### src/rtl/seven_seg_scan_pkg.sv
// Shared display constants and types for the multiplexed seven-segment scanner.
// All segment/anode values are active-low.
package seven_seg_scan_pkg;

    localparam logic [7:0] SEG_BLANK = 8'hFF;
    localparam logic [3:0] AN_OFF    = 4'hF;
    localparam int         NUM_DIGITS = 4;

    // 0-9 glyphs, decimal point off (bit 7 high)
    localparam logic [9:0][7:0] SEG_DIGITS = {
        8'h90, 8'h80, 8'hF8, 8'h82, 8'h92,
        8'h99, 8'hB0, 8'hA4, 8'hF9, 8'hC0
    };

    typedef struct packed {
        logic [7:0] pat;
        logic       blank;
    } slot_t;

    function automatic int cnt_w(input int m);
        return (m > 1) ? $clog2(m) : 1;
    endfunction

endpackage

### src/rtl/seven_seg_scan_ctr.sv
// Slot timer: modulo-MOD cycle counter whose wrap advances a 2-bit digit index.
import seven_seg_scan_pkg::*;

module seven_seg_scan_ctr #(
    parameter int MOD = 100000
) (
    input  logic                   clk,
    input  logic                   rst,
    output logic [cnt_w(MOD)-1:0]  cnt,
    output logic [1:0]             sel,
    output logic                   slot_start
);

    localparam int             CW   = cnt_w(MOD);
    localparam logic [CW-1:0]  LAST = CW'(MOD - 1);

    logic wrap;

    assign wrap       = (cnt == LAST);
    assign slot_start = (cnt == '0);

    always_ff @(posedge clk) begin
        if (rst) begin
            cnt <= '0;
            sel <= '0;
        end else if (wrap) begin
            cnt <= '0;
            sel <= sel + 2'd1;
        end else begin
            cnt <= cnt + CW'(1);
        end
    end

endmodule

### src/rtl/seven_seg_scan.sv
// Four-digit time-multiplexed seven-segment driver with per-slot anti-ghost
// blanking and per-digit blinking.
import seven_seg_scan_pkg::*;

module seven_seg_scan #(
    parameter int SCAN_DIV  = 100000,
    parameter int BLANK_CYC = 16
) (
    input  logic       clk,
    input  logic       rst,
    input  logic [7:0] digit0_display,
    input  logic [7:0] digit1_display,
    input  logic [7:0] digit2_display,
    input  logic [7:0] digit3_display,
    input  logic       blink_en,
    input  logic [3:0] blink_mask,
    input  logic       blink_tick,
    output logic [7:0] seg,
    output logic [3:0] an,
    output logic [1:0] digit_sel
);

    localparam int            CW        = cnt_w(SCAN_DIV);
    localparam logic [CW-1:0] BLANK_LIM = CW'(BLANK_CYC);

    logic [CW-1:0]                   cnt;
    logic [1:0]                      sel;
    logic                            slot_start;
    logic [NUM_DIGITS-1:0][7:0]      digits;
    logic [NUM_DIGITS-1:0]           an_sel;
    logic                            blink_phase;
    slot_t                           slot;

    assign digits    = {digit3_display, digit2_display, digit1_display, digit0_display};
    assign digit_sel = sel;

    seven_seg_scan_ctr #(.MOD(SCAN_DIV)) u_ctr (
        .clk        (clk),
        .rst        (rst),
        .cnt        (cnt),
        .sel        (sel),
        .slot_start (slot_start)
    );

    // One-hot-low anode decode; exactly one bit low by construction
    for (genvar i = 0; i < NUM_DIGITS; i++) begin : g_an
        assign an_sel[i] = (sel != 2'(i));
    end

    always_ff @(posedge clk) begin
        if (rst) begin
            blink_phase <= 1'b0;
            slot        <= '{pat: SEG_BLANK, blank: 1'b0};
            seg         <= SEG_BLANK;
            an          <= AN_OFF;
        end else begin
            if (!blink_en)
                blink_phase <= 1'b0;
            else if (blink_tick)
                blink_phase <= ~blink_phase;

            // Slot contents are frozen at slot start; the old phase is used
            // even if a tick lands on this same edge.
            if (slot_start) begin
                slot.pat   <= digits[sel];
                slot.blank <= blink_en & blink_phase & blink_mask[sel];
            end

            // slot_start implies cnt < BLANK_LIM, so the stale slot is never shown
            if (cnt < BLANK_LIM || slot.blank) begin
                seg <= SEG_BLANK;
                an  <= AN_OFF;
            end else begin
                seg <= slot.pat;
                an  <= an_sel;
            end
        end
    end

endmodule

### config.mk
export PLATFORM = sky130hd
export DESIGN_NAME = seven_seg_scan
export DESIGN_NICKNAME = d
export VERILOG_FILES = /design/src/rtl/seven_seg_scan_pkg.sv /design/src/rtl/seven_seg_scan_ctr.sv /design/src/rtl/seven_seg_scan.sv
export SDC_FILE = /design/constraint.sdc
export NUM_CORES = 1
export LEC_CHECK = 0
export CORE_MARGIN = 4
export CORE_UTILIZATION = 37
export DETAILED_ROUTE_END_ITERATION = 10
export MAX_ROUTING_LAYER = met4
export PLACE_DENSITY = 0.71
export SETUP_SLACK_MARGIN = 0.2
export SYNTH_ARGS = -nofsm -noshare
export SYNTH_HDL_FRONTEND = slang
export SYNTH_SLANG_ARGS = --single-unit
### constraint.sdc
create_clock -name clk -period 2.25 [get_ports clk]
set_clock_uncertainty 0.2 [all_clocks]
set_input_delay 0.45 -clock clk [delete_from_list [all_inputs] [get_ports clk]]
set_output_delay 0.45 -clock clk [all_outputs]
set_load 0.01 [all_outputs]
# Word level (Yosys, flattened, before mapping)
# Cells that the tools add are included.
[totals]
ff_bits = 41
input_bits = 40
out_inout_bits = 14
wordCells = 29
[classes]
n_addsub = 2
order_cmp = 2
eq_ne = 4
mux = 4
n_bitwise = 4
n_reduce_logical = 6
[op_table]
columns = ["cell", "count"]
rows = [
  ["$add 17x1->17 const B", 1],
  ["$eq 17x17->1 const B", 1],
  ["$logic_not 17->1", 1],
  ["$lt 17x5->1 const B", 1],
  ["$bmux 8 s2", 1],
  ["$mux 8", 1],
  ["$reduce_or 2->1", 3],
  ["$ne 2x2->1 const B", 2],
  ["$lt 2x3->1 const B", 1],
  ["$add 2x1->2 const B", 1],
  ["$and 1x1->1", 2],
  ["$bmux 1 s2", 1],
  ["$ne 2x1->1 const B", 1],
  ["$not 1->1", 2],
  ["$reduce_bool 2->1", 1],
  ["$logic_or 1x1->1", 1],
  ["$mux 1", 1],
]

# Logic depth before layout (Yosys ltp)
# Gate-level depths: netlist of run 1.
[logic_depth]
ltp_word = 3
mapped_depth = 6
ltp_nobuf = 5

# Cells and area by module
# From an unflattened synthesis of run 1, not the netlist that was laid out.
[hier_totals]
cells_unflattened = 181
area_unflattened_um2 = 1850.5
[by_module_without_submodules]
columns = ["module", "n_inst", "cells_each", "area_per_inst_um2", "seq_area_each_um2"]
rows = [
  ["seven_seg_scan", 1, 77, 967.2, 440.4],
  ["seven_seg_scan_ctr", 1, 104, 883.3, 380.4],
]

# Worst setup path after synthesis of run 1
# Ideal clock, no wire load.
[synth_timing]
path_kind = "flip-flop to flip-flop"
from = "register u_ctr.sel[0]"
to = "register slot[1] in the netlist's numbering"
setup_time_ns = 0.120
t_arrival_ns = 1.400
required_ns = 1.930
slack_ns = 0.531
stages_incl_launch_ff = 5
path_buffers = 1
synth_period_minus_slack_ns = 1.719
path_cell_list = "dfxtp_1 > buf_2 > mux4_2 > nor2_1 > mux2i_1"
[synth_between]
elab_chain_cells = 2
[synth_rtl]
columns = ["item", "line", "text"]
rows = [
  ["start: declaration", "seven_seg_scan_ctr.sv:10", "output logic [1:0] sel,"],
  ["start signal: assignment", "seven_seg_scan_ctr.sv:28", "sel <= sel + 2'd1;"],
  ["$bmux 8 s2", "seven_seg_scan.sv:65", "slot.pat <= digits[sel];"],
  ["$mux 8 (implied by the code)", "seven_seg_scan.sv:65", ""],
  ["end signal: assignment", "seven_seg_scan.sv:53", "slot <= '{pat: SEG_BLANK, blank: 1'b0};"],
  ["end: declaration", "seven_seg_scan.sv:32", "slot_t slot;"],
]
# No other way between the ends. The select of a mux whose other input is x is not followed.
# A chain may end at the register's enable or synchronous reset.

# Worst setup path in the final report of run 1
[layout_timing]
from = "register u_ctr.sel[0]"
to = "output digit_sel[0]"
[layout_lines]
columns = ["item", "line", "text"]
rows = [
  ["end: declaration", "seven_seg_scan.sv:20", "output logic [1:0] digit_sel"],
]
# No word-level cell between the ends.

==> results.json, run 1 <==
{
  "async_flop_share_pct": 0,
  "ctsResizeCount": 0,
  "cts_setup_buffers": 0,
  "slowest_stage": "clkdlybuf4s50_1",
  "finalSetupViolCount": 0,
  "synth_top_area_cell": "dfxtp_1",
  "floorplan.initialDensity_pct": 39.1,
  "hp-class": "register to register",
  "seq_area_frac_synth_pct": 43.5,
  "clk_latency_ps": 290,
  "dieArea_sq_um": 6300,
  "clock_sink_count": 41,
  "synth_seq_cells": 41,
  "hp-start": "slot[5]$_SDFFE_PP1N_",
  "slowest_delay_ps": 540,
  "period_minus_slack_ps": 1810,
  "nets": 295,
  "synth_cell_types": 28,
  "fin_crit_sh_pct": 80.6,
  "synth_top_family_by_area": "simple AND/OR/NAND/NOR gates",
  "dpl.hpwl_mm": 3.15,
  "drv_slew": 0,
  "cts_tree": "done",
  "die_w_microns": 79.4,
  "fmax_mhz": 552,
  "setup.worst_path.class": "register to primary output",
  "r2r_setup_slack_ps": 450,
  "synth_xor_area_share_pct": 7.43,
  "synth.top_cell.area_share_pct": 43.5,
  "hold_buffers": 0,
  "rsz0062_at_grt": "no",
  "cp_cell_sequence": "clkdlybuf4s50_1",
  "multi_input_area_sq_um": 981,
  "diodes": 0,
  "ys.flop_type": "dfxtp_1",
  "worst_hold_path.endpoint": "seg[4]$_SDFF_PP1_",
  "dpl.cell_count": 309,
  "row_count": 25,
  "synth_compound_area_share_pct": 1.66,
  "vias_per_cell": 4.77,
  "place.gp.congestion": 0.812,
  "yosys_warnings": 0,
  "hold_viol": 0,
  "drc": 0,
  "synth_nets": 237,
  "critPathTopFamily": "buffers and inverters",
  "stdcell_area_sq_um": 2640,
  "track_usage_pct": 14.1,
  "maxSlewHeadroom_pct": 75.2,
  "totalWireLength_mm": 4.17,
  "pwr_density_cell_nw_per_um2": 609,
  "synth.most_common_cell": "dfxtp_1",
  "regArea_sq_um": 821,
  "clock_path_buffers": 2,
  "hold_depth": 1,
  "dieHeight_microns": 79.4,
  "rr_endpoint": "u_ctr.cnt[12]$_SDFF_PP0_",
  "synth_cells": 191,
  "max_slew.worst_pin.slew_ps": 369,
  "ios": 54,
  "numCtsBuffers": 5,
  "synth_area_per_cell_sq_um": 9.87,
  "synth-simple-area-share_pct": 23.4,
  "ant_nets": 0,
  "io_buffers": 53,
  "cp-start-kind": "register",
  "antenna_found_initial": 0,
  "area_delta_synth_final_pct": 39.8,
  "core_area_sq_um": 4820,
  "max-cap-violations": 0,
  "drive_gt1_share_pct": 10.4,
  "placed_area_sq_um": 2500,
  "ff2ff_path_depth": 5,
  "htree_num_levels": 2,
  "total_power_mw": 1.61,
  "end_kind": "primary output",
  "finalSetupTns_ps": 0,
  "synthAdderAreaFrac_pct": 3.98,
  "synth_common_cells": "dfxtp_1, nor2_1, xnor2_1",
  "drt-wirelength-per-cell_microns": 13.2,
  "path_clk_slew_ps": 80,
  "vias": 1511,
  "synth_area_leaders": "dfxtp_1, mux4_2, nor2_1",
  "worst-path-buf-inv": 1,
  "initialDrtViolationCount": 72,
  "r2r-start": "u_ctr.cnt[0]$_SDFF_PP0_",
  "stdcell_count": 317,
  "grt_first_pass_wirelength_mm": 6.68,
  "overflow": 0,
  "synthMuxAreaShare_pct": 15.5,
  "p_leak_nw": 0.936,
  "cts_root_buf": "clkbuf_8",
  "fillers": 433,
  "cp.required_ps": 1600,
  "grt_max_degree": 16,
  "dr.pass1.iters": 4,
  "status": "completed",
  "synth_edf_count": 0,
  "path_max_fanout": 2,
  "grt_pass1_vias": 1398,
  "irDropWorstVdd_uv": 275,
  "syn_area_sq_um": 1890,
  "cp.arrival_ps": 1160
}
[power breakdown]
group | leakage, nW | switching, mW | internal [mW]
registers | 0.333 | 0.0135 | 0.746
logic | 0.534 | 0.0488 | 0.106
clock network | 0.0681 | 0.252 | 0.441
total | 0.936 | 0.314 | 1.29
[metal layers]
layer / vias up / share of wire (%) / GRT usage [%]
met5: - / 0 / -
met4: 0 / 1.6 / 5.67
met3: 7 / 4.4 / 3.61
met2: 27 / 51 / 22.9
met1: 705 / 43 / 16.9
li1: 772 / - / -
[sequential cells by signal (all words and copies together), names as in the netlist]
signal       count
an               4
u_ctr.cnt       17
seg              8
slot             9
blink_phase      1
u_ctr.sel        2
[through the flow]
stage / util [%] / setup WS (ps) / hold slack (ps)
after floorplan: - / 531 / 212
after global placement: 51.9 / 435 / 215
after global routing: 54.7 / 289 / 259
after CTS: 54.7 / 425 / 246
final: 54.7 / 437 / 241
after detailed placement: 51.9 / 421 / 227
[cells in the final DEF, fill, tap and decap left out]
master,instances
nor3_1,4
o21bai_2,1
nand4b_1,1
ha_1,6
buf_4,7
mux4_2,9
a21oi_1,2
dfxtp_1,41
mux2i_1,9
nand3_1,8
nand4_1,5
xnor2_1,15
xor2_1,1
o21ai_0,2
and4_1,4
clkinv_2,1
nor4_1,9
inv_1,9
nand2b_1,9
nor2_1,37
and3_1,1
nor3b_1,1
and2_0,1
bufinv_16,2
nand2_1,6
nor4_2,1
clkbuf_8,5
clkdlybuf4s50_1,53
[final cells by class]
cell class                      instances  area share (%)
Multi-Input combinational cell        132            37.2
Timing Repair Buffer                   60            22.1
Sequential cell                        41            31.1
Tap cell                               67            3.18
Clock buffer                            5            2.61
Clock inverter                          3            2.47
Inverter                                9            1.28
[kinds of logic (layout without fill, tap and decap cells)]
| kind of cell | Yosys count | after routing |
|---|---|---|
| buffers and inverters | 18 | 77 |
| muxes | 18 | 18 |
| xor gates and xnor gates | 16 | 16 |
| and+or+nand+nor | 87 | 87 |
| AOI/OAI and AO/OA | 5 | 5 |
| DFF | 41 | 41 |
| adders and majority gates | 6 | 6 |
[worst max-delay path by stage]
stage | start | end | slack (ps) | cells past startpoint
2_1_floorplan | u_ctr.sel[0]$_SDFFE_PP0N_ | slot[1]$_SDFFE_PP1N_ | 530 | 4
3_3_place_gp | digit2_display[4] | slot[5]$_SDFFE_PP1N_ | 440 | 4
3_5_place_dp | digit3_display[5] | slot[6]$_SDFFE_PP1N_ | 420 | 4
4_1_cts | u_ctr.sel[1]$_SDFFE_PP0N_ | digit_sel[1] | 430 | 1
5_1_grt | u_ctr.cnt[0]$_SDFF_PP0_ | u_ctr.cnt[3]$_SDFF_PP0_ | 290 | 6
6_report | u_ctr.sel[0]$_SDFFE_PP0N_ | digit_sel[0] | 440 | 1
(Power assumes the default switching activity.)
==> run 2, diff against run 1 <==
--- a/config.mk
+++ b/config.mk
@@ -9,7 +9,7 @@
 export CORE_UTILIZATION = 37
 export DETAILED_ROUTE_END_ITERATION = 10
 export MAX_ROUTING_LAYER = met4
-export PLACE_DENSITY = 0.71
+export PLACE_DENSITY = 0.73
 export SETUP_SLACK_MARGIN = 0.2
 export SYNTH_ARGS = -nofsm -noshare
 export SYNTH_HDL_FRONTEND = slang
==> constraint.sdc (replaced) <==
create_clock -name clk -period 1.65 [get_ports clk]
set_clock_uncertainty 0.2 [all_clocks]
set_input_delay 0.33 -clock clk [delete_from_list [all_inputs] [get_ports clk]]
set_output_delay 0.33 -clock clk [all_outputs]
set_load 0.01 [all_outputs]
==> run 2 against run 1 <==
Net effect:
- critical path depth grew 4
- final cell count grew 7.9%
- largest power group unchanged
- hold slack gained 9.2 ps
- via count grew 10%
- total power grew 37%
- largest cell class unchanged
==> results.json, run 2 (same netlist as run 1, synthesis figures left out) <==
{
  "numCtsBuffers": 5,
  "area_delta_synth_final_pct": 63.8,
  "drc": 0,
  "grt_max_degree": 21,
  "p_leak_nw": 1.19,
  "clock_sink_count": 41,
  "track_usage_pct": 16.3,
  "irDropWorstVdd_uv": 528,
  "io_buffers": 53,
  "row_count": 25,
  "stdcell_area_sq_um": 3090,
  "hp-class": "register to register",
  "status": "completed",
  "core_area_sq_um": 4820,
  "total_power_mw": 2.21,
  "hold_viol": 0,
  "grt_pass1_vias": 1610,
  "place.gp.congestion": 0.761,
  "end_kind": "register",
  "finalSetupViolCount": 0,
  "dieArea_sq_um": 6300,
  "ios": 54,
  "slowest_stage": "dfxtp_2",
  "die_w_microns": 79.4,
  "cts_tree": "done",
  "overflow": 0,
  "grt_first_pass_wirelength_mm": 7.73,
  "hold_depth": 1,
  "path_max_fanout": 6,
  "vias_per_cell": 4.86,
  "initialDrtViolationCount": 68,
  "totalWireLength_mm": 5.06,
  "antenna_found_initial": 0,
  "reg.largest.list": "u_ctr.cnt: 17 flops, slot: 9 flops, seg: 8 flops",
  "vias": 1662,
  "rsz0062_at_grt": "yes",
  "mostFrequentLayoutCell": "clkdlybuf4s50_1",
  "drv_slew": 0,
  "cp.required_ps": 1640,
  "dieHeight_microns": 79.4,
  "regMostFlops": "u_ctr.cnt",
  "floorplan.initialDensity_pct": 39.1,
  "nets": 320,
  "hp-start": "slot[7]$_SDFFE_PP1N_",
  "max-cap-violations": 0,
  "drive_gt1_share_pct": 33.5,
  "drt-wirelength-per-cell_microns": 14.8,
  "r2r_setup_slack_ps": 9,
  "dr.pass1.iters": 4,
  "layout_common_cells": "clkdlybuf4s50_1, nor2_1, dfxtp_1, buf_4, xnor2_1",
  "period_minus_slack_ps": 1640,
  "dpl.hpwl_mm": 3.37,
  "clock_path_buffers": 2,
  "diodes": 0,
  "rr_endpoint": "u_ctr.cnt[13]$_SDFF_PP0_",
  "ff2ff_path_depth": 5,
  "pwr_density_cell_nw_per_um2": 714,
  "cp.arrival_ps": 1630,
  "cp-start-kind": "register",
  "largest_reg_flops": 17,
  "r2r-start": "u_ctr.cnt[2]$_SDFF_PP0_",
  "maxSlewHeadroom_pct": 72.3,
  "setup.worst_path.class": "register to register",
  "ant_nets": 0,
  "fin_crit_sh_pct": 99.5,
  "hold_buffers": 0,
  "max_slew.worst_pin.slew_ps": 415,
  "clk_latency_ps": 290,
  "fmax_mhz": 609,
  "slowest_delay_ps": 390,
  "htree_num_levels": 2,
  "cp_cell_sequence": "nand4_1 -> buf_4 -> nor4_2 -> xnor2_1 -> nor2_1",
  "finalSetupTns_ps": 0,
  "cts_root_buf": "clkbuf_8",
  "worst_hold_path.endpoint": "seg[6]$_SDFF_PP1_",
  "path_clk_slew_ps": 80,
  "placed_area_sq_um": 2690
}
## run 2: changes by cell type in the layout (fill, tap and decap cells not counted), sizes merged, moves of 4 or more
cell	previous run	this run
clkdlybuf4s15	0	4
buf	7	31
clkbuf	5	10
clkdlybuf4s50	53	39
dlygate4sd2	0	7
## run 2: worst max path at each step
stage | cells after the start | slack (ps) | to | startpoint
2_1_floorplan | 6 | 40 | u_ctr.cnt[0]$_SDFF_PP0_ | u_ctr.cnt[0]$_SDFF_PP0_
3_3_place_gp | 3 | -160 | an[3]$_SDFF_PP1_ | rst
3_5_place_dp | 3 | -210 | seg[7]$_SDFF_PP1_ | rst
4_1_cts | 5 | 10 | u_ctr.cnt[9]$_SDFF_PP0_ | u_ctr.cnt[2]$_SDFF_PP0_
5_1_grt | 5 | -70 | slot[3]$_SDFFE_PP1N_ | u_ctr.cnt[11]$_SDFF_PP0_
6_report | 5 | 9 | u_ctr.cnt[13]$_SDFF_PP0_ | u_ctr.cnt[2]$_SDFF_PP0_
## run 2: routing by layer
| layer | global-route usage, % | vias up | routed length [microns] |
|---|---|---|---|
| li1 | - | 825 | - |
| met1 | 18.6 | 781 | 2040 |
| met2 | 27.3 | 44 | 2680 |
| met3 | 3.61 | 12 | 220 |
| met4 | 7.39 | 0 | 121 |
| met5 | - | - | 0 |
## run 2: report_power, final
part	internal (mW)	leakage, nW	switching, mW
registers	1.02	0.338	0.0209
logic	0.182	0.788	0.0840
clock network	0.548	0.0669	0.355
total	1.75	1.19	0.459
## run 2: timing repair
action | CTS | global route
setup buffers | 3 | 2
pin swaps | 4 | 10
resized for setup | 39 | 34
cloned | 2 | 0
setup endpoints to repair | 52 | 45
## run 2: through the flow
step | util (%) | cells | hold WS (ps) | setup slack, ps
2_1_floorplan | - | 191 | 212 | 40.1
3_3_place_gp | 55.8 | 327 | 219 | -155
3_5_place_dp | 55.8 | 327 | 224 | -210
4_1_cts | 61.4 | 340 | 244 | 14.0
5_1_grt | 64.1 | 342 | 277 | -69.5
6_report | 64.1 | 342 | 250 | 8.63
## run 2: area by class of cell
type / instances / area (sq um)
clock buffers: 6 / 93.8
clock inverters: 2 / 38.8
fillers: 380 / 1730
inverters: 9 / 33.8
multi-input cells: 132 / 1190
flip-flops and latches: 41 / 835
well taps: 67 / 83.8
repair buffers: 85 / 813
## run 2: worst max-delay path: cells and delay by family (launching register included)
family,cells,cell delay [ps]
xor gates and xnor gates,1,160
buffers and inverters,1,210
DFF,1,390
and+or+nand+nor,3,580
